--- src/rtl/axis_frame_loader.sv ---
// rtl/axis_frame_loader.sv - AXI-Stream loader of one D2Q9 lattice frame into the direction BRAMs
module axis_frame_loader #(
    parameter int DATA_WIDTH    = 16,
    parameter int DEPTH         = 2500,
    parameter int ADDRESS_WIDTH = 12
) (
    input  logic                      s00_axis_aclk,
    input  logic                      s00_axis_areset,
    input  logic                      s00_axis_tvalid,
    output logic                      s00_axis_tready,
    input  logic [9*DATA_WIDTH-1:0]   s00_axis_tdata,
    input  logic                      s00_axis_tlast,
    output logic                      wr_en,
    output logic [ADDRESS_WIDTH-1:0]  wr_addr,
    output logic [DATA_WIDTH-1:0]     null_wr,
    output logic [DATA_WIDTH-1:0]     n_wr,
    output logic [DATA_WIDTH-1:0]     ne_wr,
    output logic [DATA_WIDTH-1:0]     e_wr,
    output logic [DATA_WIDTH-1:0]     se_wr,
    output logic [DATA_WIDTH-1:0]     s_wr,
    output logic [DATA_WIDTH-1:0]     sw_wr,
    output logic [DATA_WIDTH-1:0]     w_wr,
    output logic [DATA_WIDTH-1:0]     nw_wr,
    output logic                      frame_ready,
    input  logic                      rd_busy,
    output logic                      frame_error,
    output logic [15:0]               frames_loaded
);

    localparam logic [ADDRESS_WIDTH-1:0] LAST_ADDR = ADDRESS_WIDTH'(DEPTH - 1);

    typedef enum logic [2:0] {
        S_IDLE,
        S_LOAD,
        S_DRAIN,
        S_FLUSH,
        S_PUBLISH
    } state_t;

    state_t                     r_state;
    state_t                     w_next_state;
    logic [ADDRESS_WIDTH-1:0]   r_count;
    logic                       r_wr_en;
    logic [ADDRESS_WIDTH-1:0]   r_wr_addr;
    logic [9*DATA_WIDTH-1:0]    r_wr_data;
    logic                       r_frame_error;
    logic [15:0]                r_frames_loaded;

    logic                       w_tready;
    logic                       w_frame_ready;
    logic                       w_set_error;
    logic                       w_handshake;
    logic                       w_at_last;

    assign w_handshake = s00_axis_tvalid && w_tready;
    assign w_at_last   = (r_count == LAST_ADDR);

    // State register; reset drops any partial frame back to IDLE
    always_ff @(posedge s00_axis_aclk) begin
        if (s00_axis_areset) begin
            r_state <= S_IDLE;
        end else begin
            r_state <= w_next_state;
        end
    end

    // Next-state decode plus the state-derived tready/frame_ready levels
    always_comb begin
        w_next_state  = r_state;
        w_tready      = 1'b0;
        w_frame_ready = 1'b0;
        w_set_error   = 1'b0;
        case (r_state)
            S_IDLE: begin
                if (!rd_busy) begin
                    w_next_state = S_LOAD;
                end
            end
            S_LOAD: begin
                w_tready = 1'b1;
                if (w_handshake) begin
                    if (w_at_last) begin
                        if (s00_axis_tlast) begin
                            w_next_state = S_FLUSH;
                        end else begin
                            // Too many beats: keep accepting but stop writing
                            w_set_error  = 1'b1;
                            w_next_state = S_DRAIN;
                        end
                    end else if (s00_axis_tlast) begin
                        // Too few beats: the frame is never published
                        w_set_error  = 1'b1;
                        w_next_state = S_IDLE;
                    end
                end
            end
            S_DRAIN: begin
                w_tready = 1'b1;
                if (w_handshake && s00_axis_tlast) begin
                    w_next_state = S_IDLE;
                end
            end
            S_FLUSH: begin
                // One spare cycle so the last registered write reaches BRAM
                w_next_state = S_PUBLISH;
            end
            S_PUBLISH: begin
                w_frame_ready = 1'b1;
                if (rd_busy) begin
                    w_next_state = S_IDLE;
                end
            end
            default: begin
                w_next_state = S_IDLE;
            end
        endcase
    end

    // Registered BRAM write port, node counter, sticky error and publish counter
    always_ff @(posedge s00_axis_aclk) begin
        if (s00_axis_areset) begin
            r_count         <= '0;
            r_wr_en         <= 1'b0;
            r_wr_addr       <= '0;
            r_wr_data       <= '0;
            r_frame_error   <= 1'b0;
            r_frames_loaded <= '0;
        end else begin
            r_wr_en <= 1'b0;
            if (r_state == S_LOAD && w_handshake) begin
                r_wr_en   <= 1'b1;
                r_wr_addr <= r_count;
                r_wr_data <= s00_axis_tdata;
                // Any frame-ending beat restarts the count, so the address never wraps
                if (w_at_last || s00_axis_tlast) begin
                    r_count <= '0;
                end else begin
                    r_count <= r_count + 1'b1;
                end
            end
            if (w_set_error) begin
                r_frame_error <= 1'b1;
            end
            if (r_state == S_PUBLISH && rd_busy) begin
                r_frames_loaded <= r_frames_loaded + 16'd1;
            end
        end
    end

    assign s00_axis_tready = w_tready;
    assign frame_ready     = w_frame_ready;
    assign wr_en           = r_wr_en;
    assign wr_addr         = r_wr_addr;
    assign frame_error     = r_frame_error;
    assign frames_loaded   = r_frames_loaded;

    assign null_wr = r_wr_data[9*DATA_WIDTH-1:8*DATA_WIDTH];
    assign n_wr    = r_wr_data[8*DATA_WIDTH-1:7*DATA_WIDTH];
    assign ne_wr   = r_wr_data[7*DATA_WIDTH-1:6*DATA_WIDTH];
    assign e_wr    = r_wr_data[6*DATA_WIDTH-1:5*DATA_WIDTH];
    assign se_wr   = r_wr_data[5*DATA_WIDTH-1:4*DATA_WIDTH];
    assign s_wr    = r_wr_data[4*DATA_WIDTH-1:3*DATA_WIDTH];
    assign sw_wr   = r_wr_data[3*DATA_WIDTH-1:2*DATA_WIDTH];
    assign w_wr    = r_wr_data[2*DATA_WIDTH-1:DATA_WIDTH];
    assign nw_wr   = r_wr_data[DATA_WIDTH-1:0];

endmodule

--- config.mk ---
export PLATFORM = sky130hd
export DESIGN_NAME = axis_frame_loader
export DESIGN_NICKNAME = d
export VERILOG_FILES = /design/src/rtl/axis_frame_loader.sv
export SDC_FILE = /design/constraint.sdc
export NUM_CORES = 1
export LEC_CHECK = 0
export CORE_UTILIZATION = 35
export CTS_CLUSTER_SIZE = 10
export DETAILED_ROUTE_END_ITERATION = 8
export GPL_TIMING_DRIVEN = 0
export PLACE_DENSITY = 0.69
export SYNTH_ARGS = -nofsm -noshare
export SYNTH_HDL_FRONTEND = slang
export SYNTH_SLANG_ARGS = --single-unit
--- constraint.sdc ---
create_clock -name s00_axis_aclk -period 2.75 [get_ports s00_axis_aclk]
set_clock_uncertainty 0.2 [all_clocks]
set_input_delay 0.275 -clock s00_axis_aclk [delete_from_list [all_inputs] [get_ports s00_axis_aclk]]
set_output_delay 0.275 -clock s00_axis_aclk [all_outputs]
set_load 0.01 [all_outputs]
# Word level (Yosys, flattened, before mapping)
# Cells that the tools add are included.
[classes]
addsub = 2
n_eq_ne = 10
n_mux = 17
reduce_logical = 8
[ops]
columns = ["operator", "n"]
rows = [
  ["3-bit two-way mux", 6],
  ["16-bit by 1-bit adder with 16-bit output (second input constant)", 1],
  ["3-bit one-hot mux with 5 select lines", 1],
  ["12-bit by 1-bit adder with 12-bit output (second input constant)", 1],
  ["12-bit == test (second input constant)", 1],
  ["12-bit two-way mux", 1],
  ["1-bit two-way mux", 9],
  ["2-bit inequality test (second input constant)", 4],
  ["3-bit by 2-bit == test with 1-bit output (second input constant)", 2],
  ["5-bit AND reduction", 1],
  ["1-bit logical AND", 4],
  ["3-bit by 1-bit == test with 1-bit output (second input constant)", 1],
  ["3-bit == test (second input constant)", 1],
  ["3-bit zero test", 1],
  ["3-bit inequality test (second input constant)", 1],
  ["2-bit OR reduction", 1],
  ["1-bit logical OR", 1],
]
[totals]
ff_bits = 189
in_bits = 149
output_inout_bits = 176
wordCells = 44

# Longest topological paths before layout
# Gate-level depths: netlist of the first run.
[logic_depth]
depth_word = 7
depth_mapped = 9
mapped_depth_nobuf = 8

# Least setup slack after synthesis of the first run
# Ideal clock, no wire load.
[synth_timing]
kind = "flip-flop to flip-flop"
from = "register r_count[0]"
to = "register r_count[2]"
setup_time_ns = 0.128
arrival_ns = 1.692
required_ns = 2.422
setup_slack_ns = 0.731
path_stages_with_launch = 10
n_path_buf = 1
period_less_slack_ns = 2.019
cell_sequence = "dfxtp_1 > ha_1 > nor4bb_1 > and3_1 > inv_1 > ha_1 > inv_1 > a21o_1 > clkbuf_1 > nor2_1"
[synth_via]
elab_chain_cells = 3
[synth_rtl]
columns = ["element", "line", "rtl"]
rows = [
  ["start, declared", "42", "logic [ADDRESS_WIDTH-1:0] r_count;"],
  ["start signal, assigned", "138", "r_count <= r_count + 1'b1;"],
  ["parallel branches: the longest is 2 deep, another holds 12-bit by 1-bit adder with 12-bit output", "n/a", ""],
  ["12-bit two-way mux (*)", "135", "if (w_at_last || s00_axis_tlast) begin"],
]
# Mark *: on every way between the ends.
# A chain may end at the register's enable or synchronous reset.

# Worst setup path after layout of the first run
[layout_timing]
from = "register r_count[1]"
to = "register r_count[2]"
# Same word-level chain as after synthesis.

==> implementation parameters, run 1 <==
Parameter                              Value

Outcome
  Outcome    finished, final reports clean

Floorplan
  Die area    around 20,000 um^2
  Number of rows in the core area    50
  Core ar.    around 19,000 um^2
  Initial Utilization    between 30 and 40%
  Width of the die    between 100 and 150 um
  I/O pin count    between 300 and 400
  Die H    roughly 140 um

Detailed routing
  Count of nets left with antenna violations after detail routing    0
  Vias    between 6,000 and 7,000
  First-iteration detailed-routing DRC count    slightly above 300
  Detailed-route wire length    around 22,000 um
  First drt pass iteration count    4
  Detailed-route wire length per cell    14.8 um
  Vias per Instance    roughly 4.7
  DRC violations left    0

Yosys
  Library cell with the highest instance count after synthesis    sky130_fd_sc_hd__nand2_1
  Warnings, synthesis    0
  Top cells by area in the synthesized netlist    sky130_fd_sc_hd__dfxtp_1 55%, sky130_fd_sc_hd__nand2_1 18%, sky130_fd_sc_hd__a21oi_1 12%
  Synth Register Bits    189
  Synth Net Count    1,010
  Top flip-flop cell by instance count after synthesis    sky130_fd_sc_hd__dfxtp_1
  Post-synth EDFFs    0
  Unique cell type count in the Yosys netlist    32
  Netlist area before placement    between 6000 and 7000 um^2
  Fraction of post-synthesis cell area in the top cell type by area    a little under three fifths
  Mean instance size in the synthesized netlist    7.97 um^2
  Post-synthesis cell count    between 800 and 900
  Proportion of synthesized chip area in sequential cells    55.4%
  Commonest cells post-synth    330 x sky130_fd_sc_hd__nand2_1, 189 x sky130_fd_sc_hd__dfxtp_1, 170 x sky130_fd_sc_hd__a21oi_1, 43 x sky130_fd_sc_hd__clkbuf_1, 20 x sky130_fd_sc_hd__nor2_1
  Share of synthesized flip-flops with an asynchronous set or reset    0%
  Synth area leader    sky130_fd_sc_hd__dfxtp_1

Layout
  Count of nets after finishing    1,352
  Layout Area Growth over Synthesis    60.8%
  Non-filler cells in the finished layout    1,473
  Share of layout cells above drive strength 1    4.13%

Global routing
  Number of global-route vias before repair    6,501
  Maximum number of pins on one net before global-route repair    18
  Grt ovf    0
  First-pass GRT wire length    ~34,000 um
  Number of antenna violations at the first check in global routing    0
  Total routing resource utilization after global routing    between 20% and 30%

Clock network
  Hold buffer count at CTS    0
  Clock Root Buffer    sky130_fd_sc_hd__clkbuf_16
  Clock Tree Buf Depth    2
  Clock slew at reported path FFs    70 ps
  Skew-Pair Late Insertion Delay    430 ps
  Number of post-CTS setup repair buffers    0
  Clock buffer count from CTS    17
  PostCTS Resize Cnt    0
  TritonCTS clock tree    yes
  Clock Sinks    roughly 190
  Depth of the CTS H-tree    4

Placed design
  Number of buffers added on ports    323
  GPL Wtd Cong    just over 0.8
  Detailed placer's ending HPWL    between 15,000 and 20,000 um
  DP Cell Count    about 1,400

STA
  Final critical delay including setup and external delays    2420 ps
  Pin slew with the least headroom to its limit    about 720 ps
  Worst relative slew slack    a little over half
  Peak Freq    412 MHz
  Count of final setup violators    0
  Worst hold-check slack    ~190 ps
  Final Hold Viols    0
  Pins over their slew limit    0
  Crit share post-route    slightly below 90%
  RSZ-0062 raised after global routing    false

Min path
  Min-Delay Startpoint    s00_axis_tdata[74]
  Path class of the lowest-slack min-delay path    in2reg

Worst setup path
  CP startpoint kind    flop
  Maximum single-stage delay on the critical path    around 420 ps
  Critical Path Start    r_count[1]$_SDFFE_PP0P_
  Buffering stage count on the worst path with inverters included    3
  Slowest-stage cell, CP    sky130_fd_sc_hd__dfxtp_1
  Top Family by Delay on Critical Path    simple AND/OR/NAND/NOR gates
  Worst r2r src    r_count[1]$_SDFFE_PP0P_
  Critical Path, Cell by Cell    ha_1, nor4bb_1, and3_1, inv_1, ha_1, inv_1, a21o_1, clkbuf_1, nor2_1
  Arrival @ worst endpoint    2530 ps
  Top fanout value on the critical path    10
  Data required time at the worst endpoint    between 2000 and 3000 ps
  Worst setup path class    reg2reg
  Critical Path End Type    flop

Power
  Total power draw    about 6.1 mW
  Static Leak    between 3 and 4 nW
  Maximum vdd ir drop    approximately 0.00043 V
  Ratio of total power to cell area    554 nW/um^2

Run
  Max Cap Violations    0
worst reg2reg max path, cell delays in order, from the launching register on:
cell                       delay [ps]
sky130_fd_sc_hd__dfxtp_1          420
sky130_fd_sc_hd__ha_1             300
sky130_fd_sc_hd__nor4bb_1         220
sky130_fd_sc_hd__and3_1           250
sky130_fd_sc_hd__inv_1             60
sky130_fd_sc_hd__ha_1             210
sky130_fd_sc_hd__inv_1            100
sky130_fd_sc_hd__a21o_1           110
sky130_fd_sc_hd__clkbuf_1         340
sky130_fd_sc_hd__nor2_1           100
layer usage:
layer	wire (um)	global-route usage, %
met2	10700	37.9
met3	1830	8.17
met4	417	7.30
met5	0	0
met1	8920	24.5
power by group:
group          internal, mW  switching, mW  total [mW]
Combinational         0.409          0.326       0.735
Clock                  1.35           1.13        2.47
Sequential             2.83         0.0443        2.87
Total                  4.59           1.50        6.08
path summary, 6_finish.rpt:
path,end,slack [ps],cells past startpoint
max,r_count[2]$_SDFFE_PP0P_,330,9
min reg2reg,r_wr_data[64]$_SDFFE_PP0P_,250,2
max reg2reg,r_count[2]$_SDFFE_PP0P_,330,9
min,r_wr_data[74]$_SDFFE_PP0P_,190,3
through the flow:
stage	worst slack [ps]	setup TNS, ps	cell area, um^2	util [%]
finish	326	0	11000	58.1
floorplan	731	0	6830	-
global route	95.9	0	11000	58.1
global placement	-103	-7550	10400	55.0
detailed placement	-127	-9010	10400	55.0
CTS	122	0	11000	58.1
logic make-up after synthesis:
family	Yosys count	synth area share, %
compound gates	183	13.6
simple gates	397	24.0
buf+inv	67	4.07
flops	189	55.4
fa+ha+maj	4	0.733
xor+xnor	17	2.18
placed cells by master (no fill, tap or decap), types with 3 or more instances in the layout:
cell type                           n
sky130_fd_sc_hd__dfxtp_1          189
sky130_fd_sc_hd__xor2_1            11
sky130_fd_sc_hd__and4_1             3
sky130_fd_sc_hd__nand3_1            7
sky130_fd_sc_hd__a21oi_1          170
sky130_fd_sc_hd__o21ai_0            8
sky130_fd_sc_hd__nor4bb_1           3
sky130_fd_sc_hd__or3_1              7
sky130_fd_sc_hd__nor2_1            20
sky130_fd_sc_hd__nand2_1          330
sky130_fd_sc_hd__clkbuf_1          42
sky130_fd_sc_hd__clkbuf_8           3
sky130_fd_sc_hd__nand4_1            8
sky130_fd_sc_hd__inv_1              6
sky130_fd_sc_hd__clkdlybuf4s50_1  323
sky130_fd_sc_hd__and3_1             7
sky130_fd_sc_hd__nor4_1             4
sky130_fd_sc_hd__clkbuf_16         17
sky130_fd_sc_hd__ha_1               4
sky130_fd_sc_hd__inv_6              5
sky130_fd_sc_hd__xnor2_1            6
sky130_fd_sc_hd__buf_2             15
state kept, by name (all words and copies together), names as in the netlist:
name	flops
r_count	12
r_state	3
frames_loaded	16
r_wr_data	144
wr_addr	12
frame_error	1
wr_en	1
final cells by class:
class                   instances  area, um^2
fillers                      1820        7910
flip-flops and latches        189        3780
repair buffers                323        3230
multi-input cells             601        2770
clock buffers                  20         467
well taps                     260         325
plain buffers                  61         256
clock inverters                12         125
inverters                       6        22.5
diodes                          1        2.50
(Power assumes the default switching activity.)
==> run 2: changes to the inputs <==
SETUP_SLACK_MARGIN = 0.1   (was not set)
==> run 2 against run 1 <==
Net effect:
- die area unchanged
- power about the same
- wire length about the same
- sequential cell count unchanged
- sequential share of layout area about the same
- fmax about the same
- sequential power about the same
- non-clock buffer count unchanged
- utilization about the same
- global-route usage unchanged
- critical endpoint unchanged
- highest routed layer unchanged
==> implementation parameters, run 2 (same netlist as run 1, synthesis figures left out) <==
Parameter                              Value

Outcome
  Outcome    finished, final reports clean

Global routing
  Met1 Resource Use GR    24.5% (unchanged)
  Number of antenna violations at the first check in global routing    0 (unchanged)
  Maximum number of pins on one net before global-route repair    18 (unchanged)
  First-pass GRT wire length    33,900 um (unchanged)
  Met2 usage in global routing    37.9% (unchanged)
  Met3 GRT Util    8.17% (unchanged)
  Number of global-route vias before repair    6,501 (unchanged)
  Total routing resource utilization after global routing    21.8% (unchanged)
  Grt ovf    0 (unchanged)
  Most used routing layer    met2

Min path
  Path class of the lowest-slack min-delay path    in2reg
  Min-Delay Startpoint    s00_axis_tdata[93]
  Worst hold path cell count    3 (unchanged)
  Worst hold endpoint    r_wr_data[93]$_SDFFE_PP0P_

Worst setup path
  Count of cells along the worst register-to-register path    9 (unchanged)
  CP startpoint kind    flop
  Worst r2r src    r_count[1]$_SDFFE_PP0P_
  Worst setup path class    reg2reg
  Data required time at the worst endpoint    2850 ps (about the same)
  Capture instance of the worst register-to-register path    r_count[2]$_SDFFE_PP0P_
  Top fanout value on the critical path    10 (unchanged)
  Critical Path End Type    flop
  Arrival @ worst endpoint    2530 ps (about the same)
  Register-to-register path setup slack    320 ps (about the same)

Detailed routing
  DRC violations left    0 (unchanged)
  Vias    6,883 (+0.12%)
  Detailed-route wire length    21,800 um (about the same)
  Vias per Instance    4.67 (+0.12%)
  First-iteration detailed-routing DRC count    280 (-7.9%)
  First drt pass iteration count    6 (+2)
  Detailed-route wire length per cell    14.8 um (about the same)
  Count of nets left with antenna violations after detail routing    0 (unchanged)

STA
  Count of final setup violators    0 (unchanged)
  Peak Freq    412 MHz (about the same)
  Worst relative slew slack    51.0% (-1.2 points)
  Pins over their slew limit    0 (unchanged)
  Final setup TNS    0 ps (unchanged)
  Worst hold-check slack    185 ps (+0.231 ps)
  RSZ-0062 raised after global routing    false
  Pin slew with the least headroom to its limit    735 ps (+18.4 ps)
  Final Hold Viols    0 (unchanged)
  Crit share post-route    88.2% (about the same)
  Final critical delay including setup and external delays    2430 ps (+2.36 ps)

Layout
  Layout Area Growth over Synthesis    60.9% (about the same)
  Most common cell after layout, fill and taps aside    sky130_fd_sc_hd__nand2_1
  Share of layout cells above drive strength 1    4.21% (+0.083 points)
  Largest register by flop count    r_wr_data
  Most frequent cells in the layout    330 x sky130_fd_sc_hd__nand2_1, 323 x sky130_fd_sc_hd__clkdlybuf4s50_1, 189 x sky130_fd_sc_hd__dfxtp_1, 170 x sky130_fd_sc_hd__a21oi_1, 42 x sky130_fd_sc_hd__clkbuf_1
  Util after Layout    58.2% (about the same)
  Count of nets after finishing    1,352 (unchanged)
  Non-filler cells in the finished layout    1,473 (unchanged)
  Max FFs per register    144 (unchanged)

Floorplan
  Width of the die    142 um (unchanged)
  I/O pin count    325 (unchanged)
  Die H    142 um (unchanged)
  Initial Utilization    36.1% (unchanged)
  Core ar.    18,900 um^2 (unchanged)
  Die area    20,100 um^2 (unchanged)
  Number of rows in the core area    50 (unchanged)

Run
  Max Cap Violations    0 (unchanged)

Clock network
  Number of post-CTS setup repair buffers    0 (unchanged)
  Depth of the CTS H-tree    4 (unchanged)
  Clock slew at reported path FFs    70 ps (about the same)
  Clock Sinks    189 (unchanged)
  Clock buffer count from CTS    17 (unchanged)
  Hold buffer count at CTS    0 (unchanged)
  Clock Root Buffer    sky130_fd_sc_hd__clkbuf_16
  Clock Tree Buf Depth    2 (unchanged)
  PostCTS Resize Cnt    0 (unchanged)
  Skew-Pair Late Insertion Delay    430 ps (about the same)
  TritonCTS clock tree    yes

Placed design
  Number of buffers added on ports    323 (unchanged)
  DP Cell Count    1,440 (unchanged)
  GPL Wtd Cong    0.805 (unchanged)
  Detailed placer's ending HPWL    16,300 um (unchanged)

Power
  Total power draw    6.08 mW (about the same)
  Maximum vdd ir drop    0.000431 V (about the same)
  Static Leak    3.83 nW (about the same)
  Ratio of total power to cell area    553 nW/um^2 (about the same)
==> run 2: stage by stage <==
step	area [um^2]	setup WS [ps]
after floorplan	6830	731
after global placement	10400	-103
after detailed placement	10400	-127
after CTS	11000	122
after global routing	11000	104
final	11000	323
==> run 2: area by class of cell <==
cell class / instances / area, um^2
inverter: 6 / 22.5
buffer: 61 / 256
sequential: 189 / 3780
antenna: 1 / 2.50
fill: 1818 / 7910
tap: 260 / 325
timing repair buffer: 323 / 3230
clock buffer: 20 / 467
clock inverter: 12 / 125
multi-input combinational: 601 / 2770
==> run 2: worst max path at each step <==
stage / start / endpoint / cells past startpoint
after floorplan: r_count[0]$_SDFFE_PP0P_ / r_count[2]$_SDFFE_PP0P_ / 9
after global placement: s00_axis_tvalid / r_wr_data[112]$_SDFFE_PP0P_ / 7
after detailed placement: s00_axis_tvalid / r_wr_data[136]$_SDFFE_PP0P_ / 6
after CTS: r_state[0]$_SDFFE_PP0P_ / r_wr_data[136]$_SDFFE_PP0P_ / 6
after global routing: r_state[2]$_SDFFE_PP0P_ / r_wr_data[66]$_SDFFE_PP0P_ / 6
final: r_count[1]$_SDFFE_PP0P_ / r_count[2]$_SDFFE_PP0P_ / 9
==> run 2: critical path: stages (launching register included) <==
cell	delay, ps
sky130_fd_sc_hd__dfxtp_1	410
sky130_fd_sc_hd__ha_1	300
sky130_fd_sc_hd__nor4bb_1	220
sky130_fd_sc_hd__and3_1	250
sky130_fd_sc_hd__inv_1	60
sky130_fd_sc_hd__ha_1	210
sky130_fd_sc_hd__inv_1	100
sky130_fd_sc_hd__a21o_1	110
sky130_fd_sc_hd__clkbuf_1	340
sky130_fd_sc_hd__nor2_1	90
==> run 2: per-layer routing <==
layer / up-vias / wire length [um]
li1: 3492 / -
met1: 3136 / 8850
met2: 224 / 10700
met3: 31 / 1860
met4: 0 / 420
met5: - / 0
==> run 2: where the power goes <==
| group | internal (mW) | leakage, nW | switching [mW] |
|---|---|---|---|
| Sequential | 2.83 | 1.53 | 0.0444 |
| Clock | 1.35 | 0.288 | 1.12 |
| Combinational | 0.409 | 2.01 | 0.326 |
| Total | 4.59 | 3.83 | 1.49 |
==> run 3: changes to the inputs <==
CORE_ASPECT_RATIO = 0.5   (was not set)
==> run 3 against run 2 <==
Net effect:
- sequential share of layout area about the same
- fmax rose by 0.11%
- cell count is 0.20% lower
- via count is essentially flat
- non-clock buffer count fell by 1
- final area decreased by 0.13%
- power grew 0.37%
- sequential cell count stayed put
- first-iteration DRC count down 24%
- register-to-register slack about the same
- sequential power about the same
- worst setup slack better by 2.6 ps
- critical endpoint is now r_wr_data[49]$_SDFFE_PP0P_
==> implementation parameters, run 3 (same netlist as run 1, synthesis figures left out) <==
Parameter                              Value

Outcome
  Outcome    finished, final reports clean

STA
  Count of final setup violators    0 (unchanged)
  RSZ-0062 raised after global routing    false
  Worst hold-check slack    196 ps (+11.0 ps)
  Final setup TNS    0 ps (unchanged)
  Worst relative slew slack    49.4% (-1.6 points)
  Pin slew with the least headroom to its limit    759 ps (+23.4 ps)
  Crit share post-route    88.2% (-0.093 points)
  Peak Freq    413 MHz (+0.11%)
  Pins over their slew limit    0 (unchanged)
  Final critical delay including setup and external delays    2420 ps (-2.55 ps)
  Final Hold Viols    0 (unchanged)

Detailed routing
  First drt pass iteration count    4 (-2)
  Vias per Instance    4.68 (+0.13%)
  Detailed-route wire length per cell    14.9 um (+0.23%)
  DRC violations left    0 (unchanged)
  Count of nets left with antenna violations after detail routing    0 (unchanged)
  First-iteration detailed-routing DRC count    212 (-24%)
  Detailed-route wire length    21,900 um (about the same)
  Vias    6,878 (-0.073%)

Power
  Maximum vdd ir drop    0.000416 V (-3.6%)
  Reported net switching power    1.47 mW (-1.7%)
  Clock network fraction of total power    40.9% (+0.2 points)
  Comb pwr share    12.0% (about the same)
  Sequential share of power    47.1% (about the same)
  Static Leak    3.82 nW (-0.29%)
  Cell-internal power    4.63 mW (+1.0%)
  Total power draw    6.10 mW (+0.37%)
  Ratio of total power to cell area    556 nW/um^2 (+0.49%)
  Switching part of the total    24.1% (-0.51 points)

Layout
  Count of nets after finishing    1,351 (-0.074%)
  Largest register by flop count    r_wr_data
  Util after Layout    58.5% (+0.39 points)
  Share of layout cells above drive strength 1    4.05% (-0.16 points)
  Filler Cells Inserted    1,740 (-4.3%)
  Max FFs per register    144 (unchanged)
  Number of diodes    0 (-1)
  Layout Area Growth over Synthesis    60.7%
  Most common cell after layout, fill and taps aside    sky130_fd_sc_hd__nand2_1
  Most frequent cells in the layout    330 x sky130_fd_sc_hd__nand2_1, 323 x sky130_fd_sc_hd__clkdlybuf4s50_1, 189 x sky130_fd_sc_hd__dfxtp_1, 170 x sky130_fd_sc_hd__a21oi_1, 42 x sky130_fd_sc_hd__clkbuf_1

Worst setup path
  Arrival @ worst endpoint    2570 ps (+40 ps)
  Maximum single-stage delay on the critical path    600 ps (+190 ps)
  Critical Path, Cell by Cell    nand4bb_1, buf_2, clkbuf_1, clkbuf_1, nand2_1, a21oi_1
  Crit path top cell by count    sky130_fd_sc_hd__clkbuf_1
  Data required time at the worst endpoint    2890 ps (+40 ps)
  Critical Path Start    r_state[2]$_SDFFE_PP0P_
  Count of cells along the worst register-to-register path    6 (-3)
  Worst r2r src    r_state[2]$_SDFFE_PP0P_
  Top fanout value on the critical path    10 (unchanged)
  Worst setup path class    reg2reg
  CP startpoint kind    flop
  Critical Path End Type    flop
  Slowest-stage cell, CP    sky130_fd_sc_hd__clkbuf_1

Clock network
  Number of post-CTS setup repair buffers    0 (unchanged)
  Depth of the CTS H-tree    4 (unchanged)
  Hold buffer count at CTS    0 (unchanged)
  Clock Tree Buf Depth    2 (unchanged)
  TritonCTS clock tree    yes
  Clock buffer count from CTS    17 (unchanged)
  Skew-Pair Late Insertion Delay    420 ps (about the same)
  Clock Root Buffer    sky130_fd_sc_hd__clkbuf_16
  Clock slew at reported path FFs    70 ps (about the same)
  Clock Sinks    189 (unchanged)

Floorplan
  I/O pin count    325 (unchanged)
  Die H    101 um (-29%)
  Die area    20,100 um^2 (+0.17%)
  Initial Utilization    36.4% (+0.29 points)
  Number of rows in the core area    35 (-30%)
  Core ar.    18,700 um^2 (-0.79%)
  Width of the die    200 um (+41%)

Global routing
  Number of global-route vias before repair    6,473 (-0.43%)
  Total routing resource utilization after global routing    21.2% (-0.57 points)
  Grt ovf    0 (unchanged)
  Number of antenna violations at the first check in global routing    0 (unchanged)
  First-pass GRT wire length    33,500 um (-1.2%)
  Maximum number of pins on one net before global-route repair    17 (-1)

Min path
  Path class of the lowest-slack min-delay path    in2reg
  Min-Delay Startpoint    s00_axis_tdata[30]
  Worst hold path cell count    3 (unchanged)

Placed design
  Number of buffers added on ports    323 (unchanged)
  GPL Wtd Cong    0.815 (+1.3%)
  Detailed placer's ending HPWL    16,600 um (+1.8%)

Run
  Max Cap Violations    0 (unchanged)
run 3: stage by stage:
step,cells,instance area [um^2],setup slack (ps)
global route,1470,11000,117
global placement,1439,10400,-69.0
CTS,1471,11000,146
detailed placement,1439,10400,-105
finish,1470,11000,326
floorplan,857,6830,731
run 3: layout make-up:
class,count,area (um^2),share of cell area (%)
sequential,189,3780,34.5
multi-input combinational,601,2770,25.2
clock inverter,12,135,1.23
buffer,60,253,2.30
tap,259,324,2.95
timing repair buffer,323,3230,29.5
inverter,6,22.5,0.205
clock buffer,20,457,4.16
run 3: timing repair:
action                     4_1_cts  5_1_grt
resized for setup                0        2
hold endpoints to repair         0        0
setup endpoints to repair        0      104
run 3: final timing paths:
kind / end / slack (ps)
worst max-delay path: r_wr_data[49]$_SDFFE_PP0P_ / 330
worst max register to register: r_wr_data[49]$_SDFFE_PP0P_ / 330
worst min register to register: r_wr_data[109]$_SDFFE_PP0P_ / 250
worst min-delay path: r_wr_data[30]$_SDFFE_PP0P_ / 200
run 3: worst max-delay path: cells and delay by family, from the launching register on:
family,cells,cell delay (ps)
flops,1,440
simple gates,2,270
buf+inv,3,1270
compound gates,1,180
run 3: power by group through the flow:
stage,Clock (mW),Combinational [mW],Sequential [mW]
after floorplan,0,0.216,2.98
after global placement,0,0.724,2.93
after detailed placement,0,0.732,2.94
after CTS,2.55,0.736,2.88
after global routing,2.67,0.788,2.89
final,2.50,0.730,2.88
run 3: routing by layer:
layer	vias to the layer above	routed length (um)	GRT usage, %	share of wire, %
met5	-	0	0	0
met1	3240	9440	25.9	43
li1	3481	-	-	-
met4	0	500	7.22	2.3
met3	36	776	4.65	3.6
met2	121	11100	37.2	51
